===== src/rtl/parking_pkg.sv =====
// Shared definitions for the parking exit payment block.
// Contents: FSM state enum, default fee width, coin value constants,
// coin_code-to-value decode and the number of parking slots.
package parking_pkg;

    typedef enum logic [1:0] {
        IDLE    = 2'd0,
        COLLECT = 2'd1,
        GATE    = 2'd2
    } state_t;

    localparam int FEE_W_DEF = 11;
    localparam int NUM_SLOTS = 6;

    localparam logic [4:0] COIN_1  = 5'd1;
    localparam logic [4:0] COIN_5  = 5'd5;
    localparam logic [4:0] COIN_10 = 5'd10;
    localparam logic [4:0] COIN_20 = 5'd20;

    function automatic logic [4:0] coin_value(input logic [1:0] code);
        logic [4:0] v;
        case (code)
            2'd0:    v = COIN_1;
            2'd1:    v = COIN_5;
            2'd2:    v = COIN_10;
            default: v = COIN_20;
        endcase
        return v;
    endfunction

endpackage


===== src/rtl/parking_down_counter.sv =====
// Loadable down-counter with a zero flag, used for the gate-open timer and
// the optional collection timeout timer.
// Ports: clk, rst (sync, active-high), load/load_val (load has priority),
// dec (decrement, saturates at 0), zero (count == 0).
module parking_down_counter #(
    parameter int W = 9
) (
    input  logic         clk,
    input  logic         rst,
    input  logic         load,
    input  logic [W-1:0] load_val,
    input  logic         dec,
    output logic         zero
);

    logic [W-1:0] cnt;

    always_ff @(posedge clk) begin
        if (rst)
            cnt <= '0;
        else if (load)
            cnt <= load_val;
        else if (dec && cnt != '0)
            cnt <= cnt - 1'b1;
    end

    assign zero = (cnt == '0);

endmodule


===== src/rtl/parking_exit_payment.sv =====
// Exit-side payment controller: takes the check-out fee, collects coins until
// the fee is covered, reports change, holds the gate open for GATE_CYCLES and
// pulses a slot release when the gate closes.
// Optional macro PARK_PAY_TIMEOUT_EN: abort COLLECT after TIMEOUT_CYCLES
// coin-free cycles with a full refund; when undefined, aborted is tied to 0.
// Ports:
//   clk, rst                  clock, synchronous active-high reset
//   fee_valid, fee, slot      check-out strobe with fee owed and slot number
//   coin_valid, coin_code     coin strobe and code (0:1 1:5 2:10 3:20)
//   busy                      not IDLE
//   remaining                 fee minus paid, floored at 0
//   change, change_valid      change amount and its one-cycle pulse
//   gate_open                 high throughout GATE
//   release_valid/slot        slot release pulse on the last GATE cycle
//   aborted                   timeout abort pulse
module parking_exit_payment
    import parking_pkg::*;
#(
    parameter int FEE_W          = FEE_W_DEF,
    parameter int GATE_CYCLES    = 500,
    parameter int TIMEOUT_CYCLES = 10000
) (
    input  logic             clk,
    input  logic             rst,
    input  logic             fee_valid,
    input  logic [FEE_W-1:0] fee,
    input  logic [3:0]       slot,
    input  logic             coin_valid,
    input  logic [1:0]       coin_code,
    output logic             busy,
    output logic [FEE_W-1:0] remaining,
    output logic [FEE_W-1:0] change,
    output logic             change_valid,
    output logic             gate_open,
    output logic             release_valid,
    output logic [3:0]       release_slot,
    output logic             aborted
);

    localparam int GW = $clog2(GATE_CYCLES + 1);

    state_t           state, state_nx;
    logic [FEE_W:0]   paid, paid_sum, over;
    logic [FEE_W-1:0] fee_r;
    logic [3:0]       slot_r;
    logic             coin_hit, paid_done;
    logic             gate_load, gate_zero, gate_last;
    logic             timeout_hit;

    // Coins only count in COLLECT; paid is one bit wider than the fee so the
    // final coin can overshoot without wrapping.
    assign coin_hit  = (state == COLLECT) && coin_valid;
    assign paid_sum  = paid + (coin_hit ? (FEE_W+1)'(coin_value(coin_code)) : '0);
    assign paid_done = (paid_sum >= {1'b0, fee_r});
    assign over      = paid_sum - {1'b0, fee_r};

    // Gate timer is loaded with GATE_CYCLES-1 on entry; zero marks the last
    // open cycle.
    assign gate_load = (state != GATE) && (state_nx == GATE);
    assign gate_last = (state == GATE) && gate_zero;

    parking_down_counter #(.W(GW)) u_gate_tmr (
        .clk      (clk),
        .rst      (rst),
        .load     (gate_load),
        .load_val (GW'(GATE_CYCLES - 1)),
        .dec      (state == GATE),
        .zero     (gate_zero)
    );

`ifdef PARK_PAY_TIMEOUT_EN
    localparam int TW = $clog2(TIMEOUT_CYCLES + 1);
    logic tmo_zero;

    // Restarted on COLLECT entry and on every coin; a coin in the expiry
    // cycle wins over the abort.
    parking_down_counter #(.W(TW)) u_tmo_tmr (
        .clk      (clk),
        .rst      (rst),
        .load     (((state != COLLECT) && (state_nx == COLLECT)) || coin_hit),
        .load_val (TW'(TIMEOUT_CYCLES - 1)),
        .dec      (state == COLLECT),
        .zero     (tmo_zero)
    );

    assign timeout_hit = (state == COLLECT) && !coin_hit && tmo_zero;
`else
    assign timeout_hit = 1'b0;
`endif

    always_ff @(posedge clk) begin
        if (rst) state <= IDLE;
        else     state <= state_nx;
    end

    always_comb begin
        state_nx = state;
        case (state)
            IDLE:    if (fee_valid) state_nx = (fee == '0) ? GATE : COLLECT;
            COLLECT: begin
                if (paid_done)        state_nx = GATE;
                else if (timeout_hit) state_nx = IDLE;
            end
            GATE:    if (gate_zero) state_nx = IDLE;
            default: state_nx = IDLE;
        endcase
    end

    always_ff @(posedge clk) begin
        if (rst) begin
            paid         <= '0;
            fee_r        <= '0;
            slot_r       <= '0;
            remaining    <= '0;
            change       <= '0;
            change_valid <= 1'b0;
            aborted      <= 1'b0;
        end else begin
            change_valid <= 1'b0;
            aborted      <= 1'b0;
            case (state)
                IDLE: begin
                    if (fee_valid) begin
                        fee_r     <= fee;
                        slot_r    <= slot;
                        paid      <= '0;
                        remaining <= fee;
                        if (fee == '0) begin
                            change       <= '0;
                            change_valid <= 1'b1;
                        end
                    end
                end
                COLLECT: begin
                    paid <= paid_sum;
                    remaining <= paid_done ? '0 : (fee_r - paid_sum[FEE_W-1:0]);
                    if (paid_done) begin
                        change       <= over[FEE_W-1:0];
                        change_valid <= 1'b1;
                    end else if (timeout_hit) begin
                        // paid < fee_r here, so it fits in FEE_W bits
                        change       <= paid[FEE_W-1:0];
                        change_valid <= 1'b1;
                        aborted      <= 1'b1;
                    end
                end
                default: ;
            endcase
        end
    end

    assign busy          = (state != IDLE);
    assign gate_open     = (state == GATE);
    assign release_valid = gate_last;
    assign release_slot  = gate_last ? slot_r : 4'd0;

endmodule


===== config.mk =====
export PLATFORM = sky130hd
export DESIGN_NAME = parking_exit_payment
export DESIGN_NICKNAME = d
export VERILOG_FILES = /design/src/rtl/parking_pkg.sv /design/src/rtl/parking_down_counter.sv /design/src/rtl/parking_exit_payment.sv
export SDC_FILE = /design/constraint.sdc
export NUM_CORES = 1
export LEC_CHECK = 0
export ABC_AREA = 1
export BUFFER_PORTS_ARGS = -buffer_cell sky130_fd_sc_hd__buf_4
export CAP_MARGIN = 10
export CORE_MARGIN = 2
export CORE_UTILIZATION = 51
export DETAILED_ROUTE_END_ITERATION = 7
export PLACE_DENSITY = 0.74
export SYNTH_ARGS = -nofsm -noshare
export SYNTH_HDL_FRONTEND = slang
export SYNTH_SLANG_ARGS = --single-unit

===== constraint.sdc =====
create_clock -name clk -period 3.3 [get_ports clk]
set_input_delay 0.66 -clock clk [delete_from_list [all_inputs] [get_ports clk]]
set_output_delay 0.66 -clock clk [all_outputs]
set_load 0.01 [all_outputs]

==> results of run 1 <==
==> synth_stat cells, types with 4 or more instances <==
master / number
ha_1: 27
a21oi_1: 54
nand3_2: 15
inv_1: 79
nand4_1: 5
nand3b_1: 4
buf_4: 7
a21oi_2: 14
o21ai_0: 22
xor2_1: 12
nand2_1: 142
nand3_1: 32
dfxtp_1: 61
nand2_2: 5
xnor2_1: 9
buf_2: 4
clkbuf_1: 9
nor2_1: 36
or2_2: 9
==> layout by cell type (no fill, tap or decap), drive strengths merged <==
master and n:
a211oi 2, a21o 2, a21oi 68, a31o 1, buf 133, clkbuf 11
clkinv 4, clkinvlp 3, conb 1, dfxtp 61, fa 3, ha 27
inv 80, nand2 152, nand3 48, nand3b 4, nand4 5, nor2 41
nor3 3, nor4 1, o211ai 2, o21a 3, o21ai 22, or2 10
xnor2 9, xor2 12
==> kinds of logic (layout without fill, tap and decap cells) <==
group                    count (synthesis)  after routing  share of synthesized area, %
AO/OA/AOI/OAI                          100            100                          14.1
AND/OR/NAND/NOR                        262            264                          30.4
buffers and inverters                  107            231                          11.6
other                                    1              1                        0.0911
flip-flops                              61             61                          29.7
adder cells (fa/ha/maj)                 30             30                          9.67
XOR/XNOR                                21             21                          4.47
==> layout make-up <==
cell class              instances  area [sq um]
repair buffers                133          1020
multi-input cells             416          2880
flip-flops and latches         61          1220
inverters                      82           328
well taps                     102           128
clock inverters                 5          36.3
fillers                       626          2020
clock buffers                  11           141
==> metrics by stage <==
step                      area [sq um]  hold slack [ns]
after floorplan                   4210            0.432
after global placement            5080            0.443
after detailed placement          5080            0.455
after CTS                         5470            0.466
after global routing              5750            0.491
final                             5750            0.464
==> registers in the layout, indices dropped and copies added (netlist names) <==
name / cells
u_gate_tmr.cnt: 9
fee_r: 11
state: 2
slot_r: 4
paid: 12
change_valid: 1
remaining: 11
change: 11
==> layer usage <==
layer | routed length [um] | vias to the layer above | track usage (%)
met5 | 0 | - | 0
met4 | 319 | 0 | 8.70
met3 | 491 | 24 | 4.98
met2 | 5890 | 92 | 46.1
met1 | 5070 | 1957 | 31.9
li1 | - | 2098 | -
==> worst min-delay path, stage by stage, from the launching register on <==
cell	delay [ns]
dfxtp_1	0.30
inv_1	0.06
a21oi_1	0.06
==> worst max path at each step <==
stage and endpoint:
2_1_floorplan u_gate_tmr.cnt[4]$_SDFFE_PP0P_, 3_3_place_gp u_gate_tmr.cnt[4]$_SDFFE_PP0P_, 3_5_place_dp u_gate_tmr.cnt[4]$_SDFFE_PP0P_, 4_1_cts remaining[4]$_SDFFE_PP0P_, 5_1_grt change[3]$_SDFFE_PP0P_, 6_report change[3]$_SDFFE_PP0P_
==> power groups by stage <==
stage               Combinational (mW)  Sequential, mW  Clock, mW
global route                      1.24           0.868      0.660
floorplan                        0.623           0.884          0
CTS                               1.03           0.859      0.626
finish                            1.13           0.860      0.619
global placement                 0.938           0.872          0
detailed placement               0.957           0.875          0
==> timing repair <==
action                     4_1_cts  5_1_grt
buffers inserted                 5        4
setup endpoints to repair       34       34
pin swaps                       22       30
resized for setup               35       57
hold endpoints to repair         0        0
gates cloned                     2        1
==> reports/metrics.cfg, run 1 <==
[sta]
relSlewSlack_pct = 62.7
fin_crit_sh_pct = 103
fmax_mhz = 294
slew_violations = 0
fin_crit_ns = 3.40
final-hold-violation-count = 0
fin_skew_ns = 0.0101
tns_ns = -1.77
worstMarginPinSlew_ns = 0.560
setup_slack_ns = -0.102
setup_violations = 30
rsz0062_at_grt = yes

[finish]
diodes = 0
utilization_pct = 74.0
final_net_count = 754
drive_above_1_share_pct = 39.1
area_growth_pct = 39.7
final_cells = 810

[global_routing]
grt_usage_pct = 26.2
grt_start_max_net_pins = 43
grt_pass1_vias = 3914
antenna_found_initial = 0
overflow = 0
grt_pass1_wl_mm = 18.2

[critical_path]
cp_data_required_time_ns = 3.58
critPathMaxStageDelay_ns = 0.34
r2r_end = change[3]$_SDFFE_PP0P_
crit_fanout = 6
critPathLaunchType = flip-flop
setup.worst_path.start = state[0]$_SDFF_PP0_
path_cells = inv_2 -> nor2_4 -> nand2_8 -> nor3_4 -> buf_6 -> ha_4 -> buf_6 -> a31o_4 -> or2_4 -> nand2_4 -> inv_4 -> ha_4 -> nand2_4 -> nor2_4 -> nand3_2 -> nand3_2 -> nand2_2 -> nand2_2 -> nand2_4 -> nand2_8 -> buf_6 -> nand3b_1 -> a21oi_2
path_buf_inv = 5
worst-path-stages = 23
worst_path_max_delay_cell = dfxtp_2
rr_worst_depth = 23
regToRegSetupSlack_ns = -0.10
critPathArrivalTime_ns = 3.68
cp-end-kind = flip-flop
path_class = flip-flop to flip-flop
crit_family = simple AND/OR/NAND/NOR gates
r2r_start = state[0]$_SDFF_PP0_

[yosys]
yosysWarningCount = 0
post_synth_num_cell_types = 39
synth-edff-count = 0
avgSynthCellArea_sq_um = 7.07
synth-seq-cells = 61
yosys.area.top_type = dfxtp_1
syn_area_sq_um = 4120
syn_inst = 582
synth.top_cell.area_share_pct = 29.7
synth_nets = 633
ys_top_cells_by_area = dfxtp_1 30%, nand2_1 13%, ha_1 8.2%
async_reset_ff_share_pct = 0
synth-main-ff-cell = dfxtp_1
yosysSeqAreaShare_pct = 29.7

[floorplan]
die_area_sq_um = 8800
die_h_um = 93.8
die_w_um = 93.8
ios = 52
core_sq_um = 7770
initial_utilization_pct = 53.0
rows = 32

[detailed_routing]
finalWirelength_mm = 11.8
drc_errors = 0
avgRoutedWirePerCell_um = 14.5
drtIter0Drc = 194
vias = 4171
avgViaCountPerCell = 5.15
dr.pass1.iters = 4
ant_nets = 0

[clock_tree]
ctsHtreeMaxLevel = 3
cts.clk_slew.worst_paths_ns = 0.08
cts-root-buf = clkbuf_8
postCtsHoldBufs = 0
clock-sinks = 61
worstSkewPairLatency_ns = 0.35
cts_inserted_buffers = 9
cts_tree = built
clk_path_buf_depth = 2

[power_and_ir_drop]
p_switching_mw = 1.02
p_leak_nw = 2.67
switching_share_pct = 38.9
ir_drop_mv = 0.243
power.internal_mw = 1.59
clkPwrFrac_pct = 23.7
p_per_area_nw_per_um2 = 454
p_seq_share_pct = 32.9
total_power_mw = 2.61
p_comb_share_pct = 43.3

[placed_design]
pre_cts_ws_ns = -0.494
dp_hpwl_mm = 8.20
place_congestion = 0.965
dpl.cell_count = 782
portBuffers = 50

[run]
maxCapViolCount = 0

[min_path]
hp-class = flip-flop to flip-flop
min_path_cells = 2
hold_end = slot_r[3]$_SDFFE_PP0P_
hp-start = slot_r[3]$_SDFFE_PP0P_

[run_status]
violations = setup timing
status = complete, but fails checks

Power figures use the tool's default switching activity.
==> inputs of run 2 (changes only) <==
--- a/config.mk
+++ b/config.mk
@@ -7,11 +7,11 @@
 export LEC_CHECK = 0
 export ABC_AREA = 1
 export BUFFER_PORTS_ARGS = -buffer_cell sky130_fd_sc_hd__buf_4
-export CAP_MARGIN = 10
 export CORE_MARGIN = 2
 export CORE_UTILIZATION = 51
 export DETAILED_ROUTE_END_ITERATION = 7
 export PLACE_DENSITY = 0.74
+export SETUP_SLACK_MARGIN = 0.5
 export SYNTH_ARGS = -nofsm -noshare
 export SYNTH_HDL_FRONTEND = slang
 export SYNTH_SLANG_ARGS = --single-unit
==> run 2 against run 1 <==
  * The flow still finishes with violations (setup timing)
  * Fmax shrank 2.4%
  * Critical path depth grew 1
  * Sequential power is essentially flat
==> reports/metrics.cfg, run 2 (synthesis gave the netlist of run 1 again) <==
[finish]
final_net_count = 755  ; was 754
final_common_cell = buf_4  ; unchanged
top_register = paid  ; unchanged
most-common-layout-cells = 127 x buf_4, 124 x nand2_1, 73 x inv_1  ; was 128 x buf_4, 121 x nand2_1, 71 x inv_1
area_growth_pct = 39.5  ; was 39.7%
num-fill-cells = 588  ; was 626
largest_reg_flops = 12  ; unchanged
final_cells = 811  ; was 810
diodes = 0  ; unchanged
drive_above_1_share_pct = 37.5  ; was 39.1%

[critical_path]
crit_fanout = 5  ; was 6
critPathArrivalTime_ns = 3.76  ; was 3.68 ns
cp_data_required_time_ns = 3.57  ; was 3.58 ns
path_class = flip-flop to flip-flop  ; unchanged
critPathMaxStageDelay_ns = 0.34  ; about the same
path_cells = inv_2 -> nor2_4 -> nand2_8 -> nor2_1 -> ha_1 -> nand2_2 -> nand3_4 -> a31o_4 -> or2_4 -> nand2_4 -> inv_4 -> ha_4 -> nand2_2 -> nand2_2 -> a21oi_2 -> nand3_2 -> nand2_2 -> nand2_2 -> nand2_4 -> nand2_8 -> buf_12 -> nand2_8 -> nand3_2 -> a21oi_2  ; was inv_2 -> nor2_4 -> nand2_8 -> nor3_4 -> buf_6 -> ha_4 -> buf_6 -> a31o_4 -> or2_4 -> nand2_4 -> inv_4 -> ha_4 -> nand2_4 -> nor2_4 -> nand3_2 -> nand3_2 -> nand2_2 -> nand2_2 -> nand2_4 -> nand2_8 -> buf_6 -> nand3b_1 -> a21oi_2
worst_path_max_delay_cell = dfxtp_2  ; unchanged
critPathLaunchType = flip-flop  ; unchanged
crit_top_cell = nand2_2
cp-end-kind = flip-flop  ; unchanged

[detailed_routing]
wl_met2_mm = 6.07  ; was 5.89 mm
drc_errors = 0  ; unchanged
highest_layer = met4  ; unchanged
avgRoutedWirePerCell_um = 14.8  ; was 14.5 um
wl_met1_mm = 5.08  ; was 5.07 mm
ant_nets = 0  ; unchanged
avgViaCountPerCell = 5.18  ; was 5.15
wl_met3_um = 542  ; was 491 um
drtIter0Drc = 250  ; was 194
vias = 4203  ; was 4,171
finalWirelength_mm = 12.0  ; was 11.8 mm
dr.pass1.iters = 5  ; was 4

[sta]
fin_skew_ns = 0.00791  ; was 0.0101 ns
slew_violations = 0  ; unchanged
setup_slack_ns = -0.187  ; was -0.102 ns
worstMarginPinSlew_ns = 0.559  ; was 0.560 ns
setup_violations = 34  ; was 30
fin_crit_sh_pct = 106  ; was 103%
rsz0062_at_grt = yes  ; unchanged
fin_crit_ns = 3.49  ; was 3.40 ns
final-hold-violation-count = 0  ; unchanged
relSlewSlack_pct = 62.7  ; about the same
holdWs_ns = 0.464  ; about the same
fmax_mhz = 287  ; was 294 MHz

[clock_tree]
cts_inserted_buffers = 9  ; unchanged
ctsHtreeMaxLevel = 3  ; unchanged
postCtsHoldBufs = 0  ; unchanged
clk_path_buf_depth = 2  ; unchanged
cts-root-buf = clkbuf_8  ; unchanged
clock-sinks = 61  ; unchanged
worstSkewPairLatency_ns = 0.35  ; about the same
cts_tree = built  ; unchanged
cts.clk_slew.worst_paths_ns = 0.07  ; was 0.08 ns

[placed_design]
place_congestion = 0.903  ; was 0.965
portBuffers = 50  ; unchanged
dpl.cell_count = 782  ; unchanged
dp_hpwl_mm = 8.19  ; was 8.20 mm
pre_cts_ws_ns = -0.448  ; was -0.494 ns

[floorplan]
die_w_um = 93.8  ; unchanged
rows = 32  ; unchanged
ios = 52  ; unchanged
die_area_sq_um = 8800  ; unchanged
initial_utilization_pct = 53.0  ; unchanged
die_h_um = 93.8  ; unchanged
core_sq_um = 7770  ; unchanged

[power_and_ir_drop]
p_leak_nw = 2.70  ; was 2.67 nW
total_power_mw = 2.76  ; was 2.61 mW
ir_drop_mv = 0.243  ; about the same
p_per_area_nw_per_um2 = 481  ; was 454 nW/um^2

[global_routing]
grt_pass1_vias = 4011  ; was 3,914
overflow = 0  ; unchanged
grt_pass1_wl_mm = 18.7  ; was 18.2 mm
grt_usage_pct = 27.0  ; was 26.2%
antenna_found_initial = 0  ; unchanged
grt_start_max_net_pins = 43  ; unchanged

[min_path]
hp-class = flip-flop to flip-flop  ; unchanged

[run]
maxCapViolCount = 0  ; unchanged

[run_status]
status = complete, but fails checks  ; unchanged
violations = setup timing  ; unchanged

## run 2: routing by layer
| layer | track usage [%] | vias up |
|---|---|---|
| met3 | 4.49 | 25 |
| met4 | 9.54 | 0 |
| li1 | - | 2104 |
| met2 | 47.4 | 106 |
| met5 | 0 | - |
| met1 | 33.0 | 1968 |
## run 2: final cells by class
class	instances	area (sq um)	area share, %
inverters	82	328	5.71
clock inverters	4	72.6	1.26
repair inverters	1	7.51	0.131
repair buffers	132	1020	17.7
clock buffers	12	135	2.35
flip-flops and latches	61	1220	21.3
multi-input cells	417	2830	49.2
well taps	102	128	2.22
## run 2: path summary, 6_finish.rpt
kind                          startpoint                endpoint  slack [ns]  cells past startpoint
setup / recovery     state[0]$_SDFF_PP0_  change[6]$_SDFFE_PP0P_       -0.19                     24
hold / removal    slot_r[2]$_SDFFE_PP0P_  slot_r[2]$_SDFFE_PP0P_        0.46                      2
setup reg to reg     state[0]$_SDFF_PP0_  change[6]$_SDFFE_PP0P_       -0.19                     24
hold reg to reg   slot_r[2]$_SDFFE_PP0P_  slot_r[2]$_SDFFE_PP0P_        0.46                      2
## run 2: through the flow
step           TNS, ns  instance area (sq um)  util, %
2_1_floorplan  -0.0231                   4210        -
3_3_place_gp     -8.82                   5080     65.4
3_5_place_dp    -12.73                   5080     65.4
4_1_cts          -2.39                   5460     70.3
5_1_grt          -9.41                   5740     73.9
6_report         -3.00                   5740     73.9
## run 2: worst max-delay path: cells and delay by family, from the launching register on
kind	cells	cell delay, ns
AOI/OAI and AO/OA	3	0.59
adders and majority gates	2	0.55
buffers and inverters	3	0.23
DFF	1	0.34
and+or+nand+nor	16	1.67
## run 2: timing repair
item | in CTS | in global routing
setup buffers | 4 | 4
gates resized for setup | 20 | 56
endpoints found under the setup margin | 34 | 34
gates cloned | 3 | 2
pin swaps | 18 | 30
## run 2: report_power, final
group / switching, mW / internal, mW / total (mW) / leakage (nW)
clock network: 0.314 / 0.425 / 0.739 / 0.101
registers: 0.0485 / 0.813 / 0.862 / 0.499
logic: 0.661 / 0.497 / 1.16 / 2.10
total: 1.02 / 1.74 / 2.76 / 2.70
==> inputs of run 3 (changes only) <==
--- a/config.mk
+++ b/config.mk
@@ -15,3 +15,4 @@
 export SYNTH_ARGS = -nofsm -noshare
 export SYNTH_HDL_FRONTEND = slang
 export SYNTH_SLANG_ARGS = --single-unit
+export TNS_END_PERCENT = 10
==> run 3 against run 2 <==
  * The flow still finishes with violations (setup timing)
  * Cell area decreased by 0.39%
  * Count of clock-buffer cells in the layout decreased by 1
  * Combinational power about the same
  * Hold slack about the same
  * Register-to-register slack improved by 0.08 ns
  * Cell count decreased by 0.37%
  * Sequential power about the same
  * Non-clock buffer count decreased by 1
  * Clock skew increased by 0.0029 ns
  * Utilization decreased by 0.29 points
  * Largest cell class unchanged
  * Largest power group unchanged
==> reports/metrics.cfg, run 3 (synthesis gave the netlist of run 1 again) <==
[detailed_routing]
ant_nets = 0  ; unchanged
dr.pass1.iters = 5  ; unchanged
drtIter0Drc = 221  ; was 250
finalWirelength_mm = 11.7  ; was 12.0 mm
avgViaCountPerCell = 5.14  ; was 5.18
avgRoutedWirePerCell_um = 14.4  ; was 14.8 um
drc_errors = 0  ; unchanged
vias = 4153  ; was 4,203

[sta]
setup_violations = 29  ; was 34
worstMarginPinSlew_ns = 0.557  ; was 0.559 ns
fin_crit_ns = 3.41  ; was 3.49 ns
rsz0062_at_grt = yes  ; unchanged
relSlewSlack_pct = 62.9  ; was 62.7%
fin_skew_ns = 0.0108  ; was 0.00791 ns
fmax_mhz = 294  ; was 287 MHz
setup_slack_ns = -0.105  ; was -0.187 ns
slew_violations = 0  ; unchanged
final-hold-violation-count = 0  ; unchanged
fin_crit_sh_pct = 103  ; was 106%

[clock_tree]
cts_inserted_buffers = 9  ; unchanged
postCtsHoldBufs = 0  ; unchanged
cts-root-buf = clkbuf_8  ; unchanged
worstSkewPairLatency_ns = 0.35  ; about the same
clock-sinks = 61  ; unchanged
cts.clk_slew.worst_paths_ns = 0.08  ; was 0.07 ns
cts_tree = built  ; unchanged
ctsHtreeMaxLevel = 3  ; unchanged
clk_path_buf_depth = 2  ; unchanged

[critical_path]
critPathMaxStageDelay_ns = 0.34  ; about the same
path_class = flip-flop to flip-flop  ; unchanged
path_cells = inv_2 -> nor2_4 -> nand2_8 -> nor3_4 -> buf_6 -> ha_4 -> buf_6 -> a31o_4 -> or2_4 -> nand2_4 -> inv_4 -> ha_4 -> nand2_4 -> nor2_4 -> nand3_2 -> nand3_2 -> nand2_2 -> nand2_2 -> nand2_4 -> nand2_8 -> buf_6 -> nand3b_1 -> a21oi_2  ; was inv_2 -> nor2_4 -> nand2_8 -> nor2_1 -> ha_1 -> nand2_2 -> nand3_4 -> a31o_4 -> or2_4 -> nand2_4 -> inv_4 -> ha_4 -> nand2_2 -> nand2_2 -> a21oi_2 -> nand3_2 -> nand2_2 -> nand2_2 -> nand2_4 -> nand2_8 -> buf_12 -> nand2_8 -> nand3_2 -> a21oi_2
crit_fanout = 6  ; was 5
worst_path_max_delay_cell = dfxtp_2  ; unchanged
cp-end-kind = flip-flop  ; unchanged
critPathLaunchType = flip-flop  ; unchanged
cp_data_required_time_ns = 3.57  ; about the same
rr_worst_depth = 23  ; was 24
critPathArrivalTime_ns = 3.68  ; was 3.76 ns

[floorplan]
initial_utilization_pct = 53.0  ; unchanged
die_h_um = 93.8  ; unchanged
core_sq_um = 7770  ; unchanged
rows = 32  ; unchanged
die_area_sq_um = 8800  ; unchanged
die_w_um = 93.8  ; unchanged
ios = 52  ; unchanged

[finish]
most-common-layout-cells = 125 x buf_4, 122 x nand2_1, 71 x inv_1  ; was 127 x buf_4, 124 x nand2_1, 73 x inv_1
regArea_sq_um = 1220  ; unchanged
final_cells = 808  ; was 811
final_common_cell = buf_4  ; unchanged
diodes = 0  ; unchanged
num-fill-cells = 633  ; was 588
postLayoutCellArea_sq_um = 5720  ; was 5740 sq um
drive_above_1_share_pct = 38.5  ; was 37.5%
area_growth_pct = 38.9  ; was 39.5%
top_register = paid  ; unchanged
largest_reg_flops = 12  ; unchanged
final_net_count = 752  ; was 755
multi_input_area_sq_um = 2850  ; was 2830 sq um

[run_status]
status = complete, but fails checks  ; unchanged
violations = setup timing  ; unchanged

[power_and_ir_drop]
clkPwrFrac_pct = 23.7  ; was 26.8%
p_seq_share_pct = 33.0  ; was 31.2%
ir_drop_mv = 0.225  ; was 0.243 mV
p_switching_mw = 1.02  ; about the same
p_leak_nw = 2.66  ; was 2.70 nW
switching_share_pct = 39.0  ; was 37.1%
p_per_area_nw_per_um2 = 456  ; was 481 nW/um^2
power.internal_mw = 1.59  ; was 1.74 mW
total_power_mw = 2.61  ; was 2.76 mW
p_comb_share_pct = 43.3  ; was 42.0%

[global_routing]
grt_usage_pct = 26.0  ; was 27.0%
grt_pass1_vias = 3891  ; was 4,011
antenna_found_initial = 0  ; unchanged
overflow = 0  ; unchanged
grt_start_max_net_pins = 43  ; unchanged
grt_pass1_wl_mm = 18.1  ; was 18.7 mm

[run]
maxCapViolCount = 0  ; unchanged

[min_path]
hp-class = flip-flop to flip-flop  ; unchanged
min_path_cells = 2  ; unchanged

[placed_design]
dpl.cell_count = 782  ; unchanged
dp_hpwl_mm = 8.20  ; was 8.19 mm
placed_area_sq_um = 5080  ; unchanged
place_congestion = 0.965  ; was 0.903
portBuffers = 50  ; unchanged

-- run 3: worst paths after layout --
kind	startpoint	end	slack, ns
setup reg to reg	state[0]$_SDFF_PP0_	change[3]$_SDFFE_PP0P_	-0.11
hold / removal	slot_r[3]$_SDFFE_PP0P_	slot_r[3]$_SDFFE_PP0P_	0.46
setup / recovery	state[0]$_SDFF_PP0_	change[3]$_SDFFE_PP0P_	-0.11
hold reg to reg	slot_r[3]$_SDFFE_PP0P_	slot_r[3]$_SDFFE_PP0P_	0.46
-- run 3: what timing repair did --
item / in CTS / in global routing
gates cloned: 2 / 1
resized for setup: 28 / 60
setup buffers: 2 / 5
pin swaps: 22 / 38
setup endpoints to repair: 34 / 34
-- run 3: layer usage --
metal / track usage, % / vias to the layer above / part of all wire (%)
met2: 46.0 / 92 / 50
met4: 8.70 / 0 / 2.5
li1: - / 2093 / -
met5: 0 / - / 0
met1: 31.6 / 1941 / 43
met3: 4.74 / 27 / 4.2
-- run 3: final cells by class --
| cell class | count | share of cell area [%] |
|---|---|---|
| inverter | 82 | 5.73 |
| sequential | 61 | 21.4 |
| clock inverter | 5 | 0.635 |
| multi-input combinational | 416 | 49.9 |
| clock buffer | 11 | 2.47 |
| tap | 102 | 2.23 |
| timing repair buffer | 131 | 17.6 |
-- run 3: metrics by stage --
stage                     worst slack, ns  setup TNS (ns)  hold slack, ns  util, %
after global placement             -0.375          -10.21           0.443     65.4
after global routing               -0.239           -6.03           0.491     73.6
final                              -0.105           -1.44           0.464     73.6
after floorplan                   -0.0132         -0.0285           0.432        -
after detailed placement           -0.494          -14.07           0.455     65.4
after CTS                         -0.0676           -1.51           0.466     69.8
-- run 3: power groups by stage --
stage	logic, mW	clock network, mW	registers, mW
4_1_cts	1.03	0.626	0.859
5_1_grt	1.24	0.661	0.868
3_3_place_gp	0.938	0	0.872
6_report	1.13	0.618	0.860
2_1_floorplan	0.623	0	0.884
3_5_place_dp	0.957	0	0.875
-- run 3: critical path, delay by kind of cell, from the launching register on --
family	cells	cell delay (ns)
AND/OR/NAND/NOR	14	1.61
buffers and inverters	5	0.48
AO/OA/AOI/OAI	2	0.37
flip-flops	1	0.34
adder cells (fa/ha/maj)	2	0.51
